**src/rtl/tick_sched.sv**
```systemverilog
// Multi-channel tick-counting timer scheduler with round-robin event arbitration onto one port.
// Latency: expiry registered at edge N, event presented at edge N+1; one event per cycle sustained.
// Backpressure: event held stable while evt_ready=0; repeat expiries set the sticky per-channel overrun.
module tick_sched #(
    parameter int NCH = 4,
    parameter int IDW = 2,
    parameter int CW  = 16
) (
    input  logic           clk,
    input  logic           rstb,
    input  logic           tick,
    input  logic           cfg_we,
    input  logic [IDW-1:0] cfg_ch,
    input  logic [CW-1:0]  cfg_period,
    input  logic           cfg_periodic,
    input  logic [NCH-1:0] ovr_clr,
    output logic           evt_valid,
    output logic [IDW-1:0] evt_id,
    input  logic           evt_ready,
    output logic [NCH-1:0] active,
    output logic [NCH-1:0] overrun
);

    logic [CW-1:0]  period [NCH];
    logic [CW-1:0]  cnt    [NCH];
    logic [NCH-1:0] periodic;
    logic [NCH-1:0] pending;
    logic [NCH-1:0] cfg_hit;
    logic [NCH-1:0] expire;
    logic [NCH-1:0] gnt_vec;
    logic [IDW-1:0] rr_ptr;
    logic [IDW-1:0] gnt_id;
    logic [IDW-1:0] rr_nxt;
    logic [IDW:0]   gnt_inc;
    logic           slot_free;
    logic           gnt_any;
    int             idx;

    // A config write to a channel overrides any tick seen in the same cycle.
    always_comb begin
        cfg_hit = '0;
        expire  = '0;
        for (int ch = 0; ch < NCH; ch++) begin
            cfg_hit[ch] = cfg_we && (cfg_ch == IDW'(ch));
            expire[ch]  = tick && active[ch] && !cfg_hit[ch] && (cnt[ch] == CW'(1));
        end
    end

    assign slot_free = !evt_valid || evt_ready;

    always_comb begin
        gnt_any = 1'b0;
        gnt_id  = '0;
        gnt_vec = '0;
        idx     = 0;
        if (slot_free) begin
            for (int i = 0; i < NCH; i++) begin
                idx = int'(rr_ptr) + i;
                if (idx >= NCH) idx = idx - NCH;
                if (!gnt_any && pending[IDW'(idx)]) begin
                    gnt_any = 1'b1;
                    gnt_id  = IDW'(idx);
                end
            end
        end
        if (gnt_any) gnt_vec[gnt_id] = 1'b1;
    end

    assign gnt_inc = {1'b0, gnt_id} + (IDW+1)'(1);
    assign rr_nxt  = (gnt_inc == (IDW+1)'(NCH)) ? '0 : gnt_inc[IDW-1:0];

    always_ff @(posedge clk or negedge rstb) begin
        if (!rstb) begin
            for (int ch = 0; ch < NCH; ch++) begin
                period[ch] <= '0;
                cnt[ch]    <= '0;
            end
            periodic <= '0;
            active   <= '0;
        end else begin
            for (int ch = 0; ch < NCH; ch++) begin
                if (cfg_hit[ch]) begin
                    period[ch]   <= cfg_period;
                    periodic[ch] <= cfg_periodic;
                    cnt[ch]      <= cfg_period;
                    active[ch]   <= (cfg_period != '0);
                end else if (tick && active[ch]) begin
                    if (cnt[ch] == CW'(1)) begin
                        if (periodic[ch]) begin
                            cnt[ch] <= period[ch];
                        end else begin
                            cnt[ch]    <= '0;
                            active[ch] <= 1'b0;
                        end
                    end else begin
                        cnt[ch] <= cnt[ch] - CW'(1);
                    end
                end
            end
        end
    end

    // A grant and a fresh expiry on the same channel leave it pending without an overrun.
    always_ff @(posedge clk or negedge rstb) begin
        if (!rstb) begin
            pending <= '0;
            overrun <= '0;
        end else begin
            pending <= (pending & ~gnt_vec) | expire;
            overrun <= (overrun & ~ovr_clr) | (expire & pending & ~gnt_vec);
        end
    end

    always_ff @(posedge clk or negedge rstb) begin
        if (!rstb) begin
            evt_valid <= 1'b0;
            evt_id    <= '0;
            rr_ptr    <= '0;
        end else if (slot_free) begin
            if (gnt_any) begin
                evt_valid <= 1'b1;
                evt_id    <= gnt_id;
                rr_ptr    <= rr_nxt;
            end else begin
                evt_valid <= 1'b0;
            end
        end
    end

endmodule

```
**config.mk**
```make
export PLATFORM = sky130hd
export DESIGN_NAME = tick_sched
export DESIGN_NICKNAME = d
export VERILOG_FILES = /design/src/rtl/tick_sched.sv
export SDC_FILE = /design/constraint.sdc
export NUM_CORES = 1
export LEC_CHECK = 0
export ABC_AREA = 1
export CAP_MARGIN = 40
export CORE_ASPECT_RATIO = 0.6
export CORE_UTILIZATION = 35
export DETAILED_ROUTE_END_ITERATION = 7
export GPL_TIMING_DRIVEN = 0
export PLACE_DENSITY = 0.51
export SKIP_CTS_REPAIR_TIMING = 1
export SYNTH_ARGS = -nofsm -noshare
export SYNTH_HDL_FRONTEND = slang
export SYNTH_SLANG_ARGS = --single-unit
export TNS_END_PERCENT = 5
```
**constraint.sdc**
```tcl
create_clock -name clk -period 1.9 [get_ports clk]
set_clock_uncertainty 0.05 [all_clocks]
set_input_delay 0.57 -clock clk [delete_from_list [all_inputs] [get_ports clk]]
set_output_delay 0.57 -clock clk [all_outputs]
set_load 0.1 [all_outputs]
```
==> metrics.cfg, run 1 <==
[status]
status = finished with violations
violations = negative setup slack

[route]
wl_per_cell_um = 16.1
drt_iter0_drc = 716
avgViaCountPerCell = 4.80
ant_nets = 0
drt-total-wl_mm = 28.4
remaining_drc_errors = 0
num_vias = 8476
drt_first_pass_iters = 5

[clock_tree]
cts.sinks = 149
root_buffer = clkbuf_16
worstSkewPairLatency_ns = 0.45
cts_inserted_buffers = 17
htreeDepth = 4
clock_path_buffers = 2
cts_tree = done
clk_pin_slew_ns = 0.06

[floorplan]
initial_core_util_pct = 36.4
io_pins = 39
dieArea_sq_um = 26300
coreArea_sq_um = 24700
row_count = 44
die_h_um = 126
die_w_um = 209

[timing]
hold_violations = 0
post-route-period-util_pct = 108
setup_viol = 9
max_slew_margin_pct = 58.5
rsz0062_at_grt = yes
finalCriticalPeriod_ns = 2.06
drv_slew = 0
worst_pin_slew_ns = 0.621
hold_ws_ns = 0.0180
fmax_ghz = 0.486
fin_ws_ns = -0.158

[setup_path]
crit_required_ns = 2.18
path_class = flip-flop to flip-flop
endpoint_kind = flip-flop
critPathLaunchType = flip-flop
cp.arrival_ns = 2.34
critPathMaxFanout = 5

[synth]
syn_inst = 1346
ys_seq_area_share_pct = 41.5
synth_seq_cells = 149
syn_nets = 1386
synthDistinctLibCells = 31
avgSynthCellArea_sq_um = 6.67
synth.area.top_cells = dfrtp_1 (42%), nand2_1 (26%), nand3_1 (6.6%), inv_1 (5.6%), nor2_1 (3.8%)
syn_area_sq_um = 8970
yosys_warnings = 0
synth_top_area_share_pct = 41.5
synth.largest_area_cell = dfrtp_1

[run]
maxCapViolations = 0

[global_route]
grt_max_degree = 83
overflow = 0
antenna_found_initial = 0
grt.total_usage_pct = 22.1
grt_pass1_vias = 7655
grt_pass1_wl_mm = 44.2

[worst_hold_path]
hold_class = primary input to asynchronous set/reset pin

[cells_and_area]
finalCoreUtilization_pct = 44.6
final_common_cell = nand2_1
final_cell_mix = nand2_1 (608), dfrtp_1 (145), inv_1 (130)
fin_nets = 1472
syn2layout_area_growth_pct = 22.4
antenna_cells = 0
drive_above_1_share_pct = 12.0

[placed_design]
hpwl_mm = 20.2
gp_congestion = 0.883
io_buffers = 38

[power_and_ir_drop]
power_density_nw_per_um2 = 1420
leakage_nw = 5.95
peakVddDrop_uv = 588

where the power goes:
group	internal [mW]	switching, mW	leakage (nW)	total, mW
Clock	2.20	1.46	0.282	3.66
Combinational	2.71	4.37	3.80	7.08
Sequential	4.01	0.846	1.87	4.86
metal layers:
metal	up-vias	wire length, um	part of all wire [%]	track usage, %
li1	4368	-	-	-
met3	28	1680	5.9	4.61
met5	-	0	0	0
met1	3876	15600	55	35.9
met4	0	449	1.6	7.05
met2	204	10700	38	27.8
final cells by class:
| cell class | instances | area, sq um |
|---|---|---|
| plain buffers | 28 | 160 |
| clock buffers | 20 | 437 |
| clock inverters | 12 | 180 |
| fillers | 2514 | 13700 |
| inverters | 152 | 586 |
| multi-input cells | 1017 | 4670 |
| flip-flops and latches | 149 | 3730 |
| well taps | 322 | 403 |
| repair buffers | 66 | 815 |
| repair inverters | 1 | 7.51 |
registers in the layout, indices dropped and copies added (netlist names):
name,flops
periodic,4
period,64
overrun,4
cnt,64
rr_ptr,2
evt_valid,1
evt_id,2
active,4
pending,4
cell usage after synthesis:
master,n
o21ai_0,66
nor4_1,4
buf_1,3
inv_2,14
nand3_4,1
nand2_1,623
o22ai_1,5
o21ai_1,13
nor2_2,17
nor3_1,3
dfrtp_1,149
nor3_2,1
ha_1,12
inv_1,135
clkbuf_1,10
nor2_4,5
inv_4,3
buf_6,5
xnor2_1,6
o211ai_1,5
nand3_1,119
nand3b_1,1
nand2_4,2
nand3_2,1
nor2_1,91
buf_2,9
nand4_1,13
or2_2,2
nand2_2,13
buf_4,1
xor2_1,14
worst paths after layout:
check | from | end | slack [ns] | cells after the start
min in group clk | overrun[3]$_DFF_PN0_ | overrun[3]$_DFF_PN0_ | 0.42 | 2
max reg2reg | rr_ptr[0]$_DFFE_PN0P_ | overrun[0]$_DFF_PN0_ | -0.16 | 15
max in group asynchronous | rstb | evt_valid$_DFFE_PN0N_ | 0.93 | 2
min | rstb | period[12]$_DFFE_PN0P_ | 0.02 | 1
max | rr_ptr[0]$_DFFE_PN0P_ | overrun[0]$_DFF_PN0_ | -0.16 | 15
min reg2reg | overrun[3]$_DFF_PN0_ | overrun[3]$_DFF_PN0_ | 0.42 | 2
critical path, stage by stage, from the launching register on:
cell,delay (ns)
dfrtp_2,0.47
buf_6,0.16
nand2_1,0.09
nand2_2,0.08
nand2_2,0.08
nand2_2,0.06
nor2_4,0.18
nand3_2,0.10
nand2_2,0.07
inv_2,0.05
nand2_4,0.07
buf_4,0.11
ha_1,0.13
nand3_1,0.08
nand2_1,0.11
nand2_1,0.06
logic make-up after synthesis:
logic type / Yosys count / share of synthesized area, %
AOI/OAI and AO/OA: 89 / 5.17
buffers and inverters: 180 / 8.20
DFF: 149 / 41.5
adders and majority gates: 12 / 1.67
xor gates and xnor gates: 20 / 1.95
and+or+nand+nor: 896 / 41.5
per-stage QoR:
| step | worst slack [ns] | power, mW | std cells | cell area [sq um] | TNS (ns) |
|---|---|---|---|---|---|
| global placement | -7.03 | 10.7 | 1706 | 9760 | -1003.41 |
| detailed placement | -0.587 | 10.9 | 1718 | 9960 | -48.85 |
| finish | -0.158 | 15.6 | 1767 | 11000 | -1.03 |
| CTS | -0.358 | 14.6 | 1750 | 10600 | -5.13 |
| global route | -0.298 | 16.8 | 1767 | 11000 | -2.43 |
| floorplan | 0.0102 | 9.23 | 1346 | 8980 | 0 |
Note: power is estimated with default switching activity, not from simulation.
==> run 2: changes to the inputs <==
==> constraint.sdc (replaced) <==
create_clock -name clk -period 1.9 [get_ports clk]
set_clock_uncertainty 0.05 [all_clocks]
set_input_delay 0.19 -clock clk [delete_from_list [all_inputs] [get_ports clk]]
set_output_delay 0.19 -clock clk [all_outputs]
set_load 0.1 [all_outputs]
==> run 2 against run 1 <==
Largest cell class unchanged. Wire length shrank 0.49%. Utilization is 0.48 points lower. Flip-flop and latch count stayed put. First-iteration DRC count fell by 2.2%. Clock-buffer cell count unchanged. Non-clock buffer count shrank 4. Global-route usage unchanged. Critical path type unchanged. Die area unchanged. Worst hold slack better by 0.22 ns. Clock power is essentially flat. Via count unchanged. The flow still finishes with violations (negative setup slack). Fmax is 5.3% higher. Highest routed layer unchanged.
==> metrics.cfg, run 2 (synthesized netlist as in run 1, its figures left out) <==
[status]
status = finished with violations
violations = negative setup slack

[clock_tree]
worstSkewPairLatency_ns = 0.45  ; about the same
cts.sinks = 149  ; unchanged
cts_tree = done
htreeDepth = 4  ; unchanged
clock_path_buffers = 2  ; unchanged
cts_inserted_buffers = 17  ; unchanged
root_buffer = clkbuf_16
clk_pin_slew_ns = 0.06  ; about the same

[power_and_ir_drop]
power_density_nw_per_um2 = 1440  ; +1.5%
leakage_nw = 5.68  ; -4.6%
peakVddDrop_uv = 591  ; +0.51%

[setup_path]
critPathMaxFanout = 5  ; unchanged
slowest_stage = dfrtp_2
r2r_end = overrun[2]$_DFF_PN0_
cp.buffers_inverters = 2  ; -1
cp_common_cell = nand2_2
r2r-start = rr_ptr[0]$_DFFE_PN0P_
path_delay_family = simple AND/OR/NAND/NOR gates
crit_required_ns = 2.18  ; about the same
endpoint_kind = flip-flop
cp_num_cells = 14  ; -1
critPathMaxStageDelay_ns = 0.44  ; -0.03 ns
cp.arrival_ns = 2.23  ; -0.11 ns
r2r_slack_ns = -0.05  ; +0.10 ns
critPathLaunchType = flip-flop
endpoint = overrun[2]$_DFF_PN0_
path_cells = buf_6 > nand2_1 > nand2_1 > nand2_2 > nand2_2 > nor2_4 > nand3_4 > nand2_4 > inv_4 > nand2_8 > ha_4 > nand3_4 > nand2_2 > nand2_2
path_class = flip-flop to flip-flop
ff2ff_path_depth = 14  ; -1
startpoint = rr_ptr[0]$_DFFE_PN0P_

[floorplan]
coreArea_sq_um = 24700  ; unchanged
die_h_um = 126  ; unchanged
row_count = 44  ; unchanged
die_w_um = 209  ; unchanged
io_pins = 39  ; unchanged
initial_core_util_pct = 36.4  ; unchanged
dieArea_sq_um = 26300  ; unchanged

[timing]
rsz0062_at_grt = yes
final.setup.tns_ns = -0.306  ; +0.724 ns
finalCriticalPeriod_ns = 1.95  ; -0.104 ns
setup_viol = 8  ; -1
hold_violations = 0  ; unchanged
drv_slew = 0  ; unchanged
post-route-period-util_pct = 103  ; -5.5 points
fmax_ghz = 0.512  ; +5.3%
fin_ws_ns = -0.0544  ; +0.104 ns
worst_pin_slew_ns = 0.621  ; -0.000675 ns
max_slew_margin_pct = 58.5  ; about the same

[route]
ant_nets = 0  ; unchanged
avgViaCountPerCell = 4.81  ; +0.28%
drt_iter0_drc = 700  ; -2.2%
drt_first_pass_iters = 7  ; +2
wl_per_cell_um = 16.0  ; -0.21%
drt-total-wl_mm = 28.3  ; -0.49%
remaining_drc_errors = 0  ; unchanged
num_vias = 8476  ; unchanged

[global_route]
grt.total_usage_pct = 22.1  ; unchanged
antenna_found_initial = 0  ; unchanged
grt_pass1_wl_mm = 44.2  ; unchanged
overflow = 0  ; unchanged
grt_pass1_vias = 7655  ; unchanged
grt_max_degree = 83  ; unchanged

[placed_design]
place_ws_ns = -0.207  ; +0.380 ns
io_buffers = 38  ; unchanged
gp_congestion = 0.883  ; unchanged
hpwl_mm = 20.2  ; unchanged

[cells_and_area]
drive_above_1_share_pct = 11.5  ; -0.58 points
final_common_cell = nand2_1
antenna_cells = 0  ; unchanged
nFillCells = 2541  ; +1.1%
largestRegisters = cnt: 64 flops, period: 64 flops
fin_nets = 1467  ; -0.34%
syn2layout_area_growth_pct = 21.1
final_cell_mix = nand2_1 (608), dfrtp_1 (145), inv_1 (130)

[run]
maxCapViolations = 0  ; unchanged

[worst_hold_path]
hold_class = primary input to asynchronous set/reset pin

-- run 2: area by class of cell --
cell class / instances / area (sq um) / area share (%)
multi-input combinational: 1017 / 4700 / 43.2
inverter: 152 / 588 / 5.41
clock inverter: 12 / 180 / 1.66
buffer: 28 / 158 / 1.45
clock buffer: 20 / 437 / 4.02
sequential: 149 / 3730 / 34.3
tap: 322 / 403 / 3.71
timing repair buffer: 62 / 674 / 6.20
-- run 2: worst min-delay path by stage --
stage	start	end
finish	rstb	period[12]$_DFFE_PN0P_
global route	rstb	period[12]$_DFFE_PN0P_
CTS	rstb	period[12]$_DFFE_PN0P_
detailed placement	rstb	period[12]$_DFFE_PN0P_
global placement	period[38]$_DFFE_PN0P_	period[38]$_DFFE_PN0P_
floorplan	rstb	active[0]$_DFFE_PN0P_
-- run 2: stage by stage --
step           instance area (sq um)  power (mW)  utilization (%)  hold slack [ns]  std cells
2_1_floorplan                   8980        9.23                -           -0.156       1346
5_1_grt                        10900        16.9             44.1            0.278       1762
3_3_place_gp                    9760        10.7             39.6            0.413       1706
6_report                       10900        15.7             44.1            0.234       1762
3_5_place_dp                    9960        10.9             40.4            0.131       1718
4_1_cts                        10600        14.6             42.9           -0.353       1750
-- run 2: power by group --
part / switching [mW] / internal, mW / total, mW
Sequential: 0.839 / 4.01 / 4.85
Clock: 1.45 / 2.20 / 3.65
Combinational: 4.48 / 2.68 / 7.15
Total: 6.77 / 8.88 / 15.7
-- run 2: worst reg2reg max path, cell delays in order (launching register included) --
cell and delay, ns:
dfrtp_2 0.44, buf_6 0.15, nand2_1 0.06, nand2_1 0.08
nand2_2 0.08, nand2_2 0.06, nor2_4 0.18, nand3_4 0.13
nand2_4 0.10, inv_4 0.07, nand2_8 0.09, ha_4 0.14
nand3_4 0.07, nand2_2 0.10, nand2_2 0.05
-- run 2: per-layer routing --
metal	wire length (um)	GRT usage, %
met1	15500	35.9
met5	0	0
met3	1700	4.61
met4	444	7.05
met2	10700	27.8
==> run 3: changes to the inputs <==
--- a/config.mk
+++ b/config.mk
@@ -5,7 +5,6 @@
 export SDC_FILE = /design/constraint.sdc
 export NUM_CORES = 1
 export LEC_CHECK = 0
-export ABC_AREA = 1
 export CAP_MARGIN = 40
 export CORE_ASPECT_RATIO = 0.6
 export CORE_UTILIZATION = 35
==> run 3 against run 2 <==
The run still ends with negative setup slack left. Critical path type unchanged. Cell count decreased by 25%. Non-clock buffer count increased by 25. Synthesized area decreased by 11%. Via count decreased by 17%. Synthesized cell count decreased by 32%. Fmax decreased by 12%. Register-to-register slack got worse by 0.26 ns. Clock power decreased by 6.0%. Worst hold slack got worse by 0.23 ns. First-iteration DRC count decreased by 7.9%. Power decreased by 17%. Die area decreased by 11%.
==> metrics.cfg, run 3 <==
[setup_path]
path_class = flip-flop to flip-flop
slowest_stage = or4b_4
cp.arrival_ns = 2.49  ; +0.26 ns
critPathLaunchType = flip-flop
endpoint_kind = flip-flop
path_cells = or4_4 > or4b_4 > a21o_1 > a221o_1
crit_required_ns = 2.18  ; about the same
critPathMaxFanout = 6  ; +1
critPathMaxStageDelay_ns = 0.57  ; +0.13 ns

[synth]
avgSynthCellArea_sq_um = 8.64  ; +30%
synth_common_cells = nand2_1 (258), dfrtp_1 (149), a21oi_1 (48)
syn_inst = 921  ; -32%
synth.area.top_cells = dfrtp_1 (47%), nand2_1 (12%), a21oi_1 (3.0%), o21ai_0 (2.8%), a22o_1 (2.6%)
ys_seq_area_share_pct = 46.9  ; +5.3 points
synth.largest_area_cell = dfrtp_1
synthArstFlopShare_pct = 100  ; unchanged
synth_seq_cells = 149  ; unchanged
ys.flop_type = dfrtp_1
synthDistinctLibCells = 58  ; +87%
synth_top_area_share_pct = 46.9  ; +5.3 points
yosys_warnings = 0  ; unchanged
syn_nets = 961  ; -31%
synth-edff-count = 0  ; unchanged
syn_area_sq_um = 7960  ; -11%
yosysMostFrequentCell = nand2_1

[timing]
post-route-period-util_pct = 117  ; +14 points
fin_ws_ns = -0.318  ; -0.264 ns
fmax_ghz = 0.451  ; -12%
setup_viol = 74  ; +66
worst_pin_slew_ns = 0.854  ; +0.233 ns
rsz0062_at_grt = yes
hold_violations = 0  ; unchanged
drv_slew = 0  ; unchanged
max_slew_margin_pct = 43.1  ; -15 points
finalCriticalPeriod_ns = 2.22  ; +0.264 ns

[status]
violations = negative setup slack
status = finished with violations

[clock_tree]
cts_inserted_buffers = 17  ; unchanged
clock_path_buffers = 2  ; unchanged
clk_pin_slew_ns = 0.06  ; about the same
cts_tree = done
htreeDepth = 4  ; unchanged
cts.sinks = 149  ; unchanged
worstSkewPairLatency_ns = 0.45  ; about the same
root_buffer = clkbuf_16

[placed_design]
gp_congestion = 0.904  ; +2.3%
hpwl_mm = 17.1  ; -15%
place_area_sq_um = 8860  ; -11%
io_buffers = 27  ; -29%

[floorplan]
row_count = 42  ; -4.5%
die_h_um = 119  ; -5.7%
initial_core_util_pct = 35.9  ; -0.51 points
dieArea_sq_um = 23400  ; -11%
coreArea_sq_um = 22200  ; -10%
io_pins = 39  ; unchanged
die_w_um = 197  ; -5.8%

[route]
drt_iter0_drc = 645  ; -7.9%
num_vias = 7072  ; -17%
avgViaCountPerCell = 5.36  ; +11%
drt_first_pass_iters = 5  ; -2
wl_per_cell_um = 19.3  ; +20%
ant_nets = 0  ; unchanged
drt-total-wl_mm = 25.5  ; -9.8%
remaining_drc_errors = 0  ; unchanged

[run]
maxCapViolations = 0  ; unchanged

[global_route]
antenna_found_initial = 1  ; +1
grt_pass1_vias = 6516  ; -15%
grt_pass1_wl_mm = 39.2  ; -11%
overflow = 0  ; unchanged
grt.total_usage_pct = 22.4  ; +0.37 points
grt_max_degree = 107  ; +29%

[cells_and_area]
final_common_cell = nand2_1
antenna_cells = 0  ; unchanged
final_cell_mix = nand2_1 (249), dfrtp_1 (137), a21oi_1 (36)
finalCoreUtilization_pct = 45.3  ; +1.3 points
fin_nets = 1039  ; -29%
drive_above_1_share_pct = 18.3  ; +6.8 points
largestRegisters = cnt: 64 flops, period: 64 flops
stdcell_area_sq_um = 10100  ; -7.5%
syn2layout_area_growth_pct = 26.4

[power_and_ir_drop]
sequentialPowerShare_pct = 39.1  ; +8.1 points
power_density_nw_per_um2 = 1300  ; -9.9%
switching_share_pct = 37.8  ; -5.5 points
peakVddDrop_uv = 696  ; +18%
leakage_nw = 4.39  ; -23%
p_clk_share_pct = 26.3  ; +3.0 points
power_frac_comb_pct = 34.6  ; -11 points
p_int_mw = 8.12  ; -8.6%
switchingPower_mw = 4.93  ; -27%

[worst_hold_path]
hold_class = primary input to flip-flop

## run 3: kinds of logic (layout without fill, tap and decap cells)
family                     count (synthesis)  in the layout  share of synthesized area, %
AOI/OAI and AO/OA                        205            205                          17.0
muxes                                      6              6                         0.786
adders and majority gates                 12             12                          1.89
and+or+nand+nor                          432            432                          25.1
xor gates and xnor gates                  41             41                          4.51
DFF                                      149            149                          46.9
buffers and inverters                     76            167                          3.85
## run 3: metrics by stage
step           power, mW  setup slack [ns]  setup TNS [ns]  hold slack [ns]  instances
5_1_grt             13.8            -0.376          -17.71          0.00950       1320
4_1_cts             12.4            -0.683          -43.49           -0.413       1301
2_1_floorplan       7.70            -0.266          -10.33           -0.156        921
3_5_place_dp        8.95            -0.896          -79.76           0.0626       1269
3_3_place_gp        8.81             -7.06         -976.19            0.409       1256
6_report            13.0            -0.318           -7.74         0.000452       1320
## run 3: worst max-delay path, delay by kind of cell, from the launching register on
kind | cells | cell delay, ns
AO/OA/AOI/OAI | 2 | 0.49
flip-flops | 1 | 0.45
AND/OR/NAND/NOR | 2 | 1.11
## run 3: power groups by stage
stage | Clock (mW) | Combinational, mW | Sequential [mW]
CTS | 3.49 | 4.04 | 4.89
finish | 3.43 | 4.51 | 5.11
global placement | 0 | 3.88 | 4.94
floorplan | 0 | 2.77 | 4.93
global route | 3.62 | 4.99 | 5.22
detailed placement | 0 | 4.02 | 4.93
## run 3: path summary, 6_finish.rpt
kind                                        start                     end  slack (ns)  depth (start not counted)
setup reg to reg              cnt[51]$_DFFE_PN0P_     cnt[58]$_DFFE_PN0P_       -0.32                          4
hold reg to reg            period[42]$_DFFE_PN0P_  period[42]$_DFFE_PN0P_        0.42                          2
setup / recovery              cnt[51]$_DFFE_PN0P_     cnt[58]$_DFFE_PN0P_       -0.32                          4
max in group asynchronous                    rstb     cnt[52]$_DFFE_PN0P_        0.72                          3
hold / removal                      cfg_period[0]  period[32]$_DFFE_PN0P_      0.0005                          3
min in group asynchronous                    rstb     cnt[36]$_DFFE_PN0P_        0.17                          2
## run 3: routing by layer
layer  part of all wire (%)  track usage [%]  wire length (um)  up-vias
li1                       -                -                 -     3406
met1                     53             35.6             13500     3476
met2                     40             29.1             10200      165
met3                    5.6             5.74              1430       25
met4                    1.3             6.35               324        0
met5                      0                0                 0        -
## run 3: layout make-up
class	count	area [sq um]
fillers	2167	12100
multi-input cells	696	4310
flip-flops and latches	149	3750
repair buffers	66	711
clock buffers	21	450
well taps	308	385
plain buffers	49	240
clock inverters	11	133
inverters	20	75.1
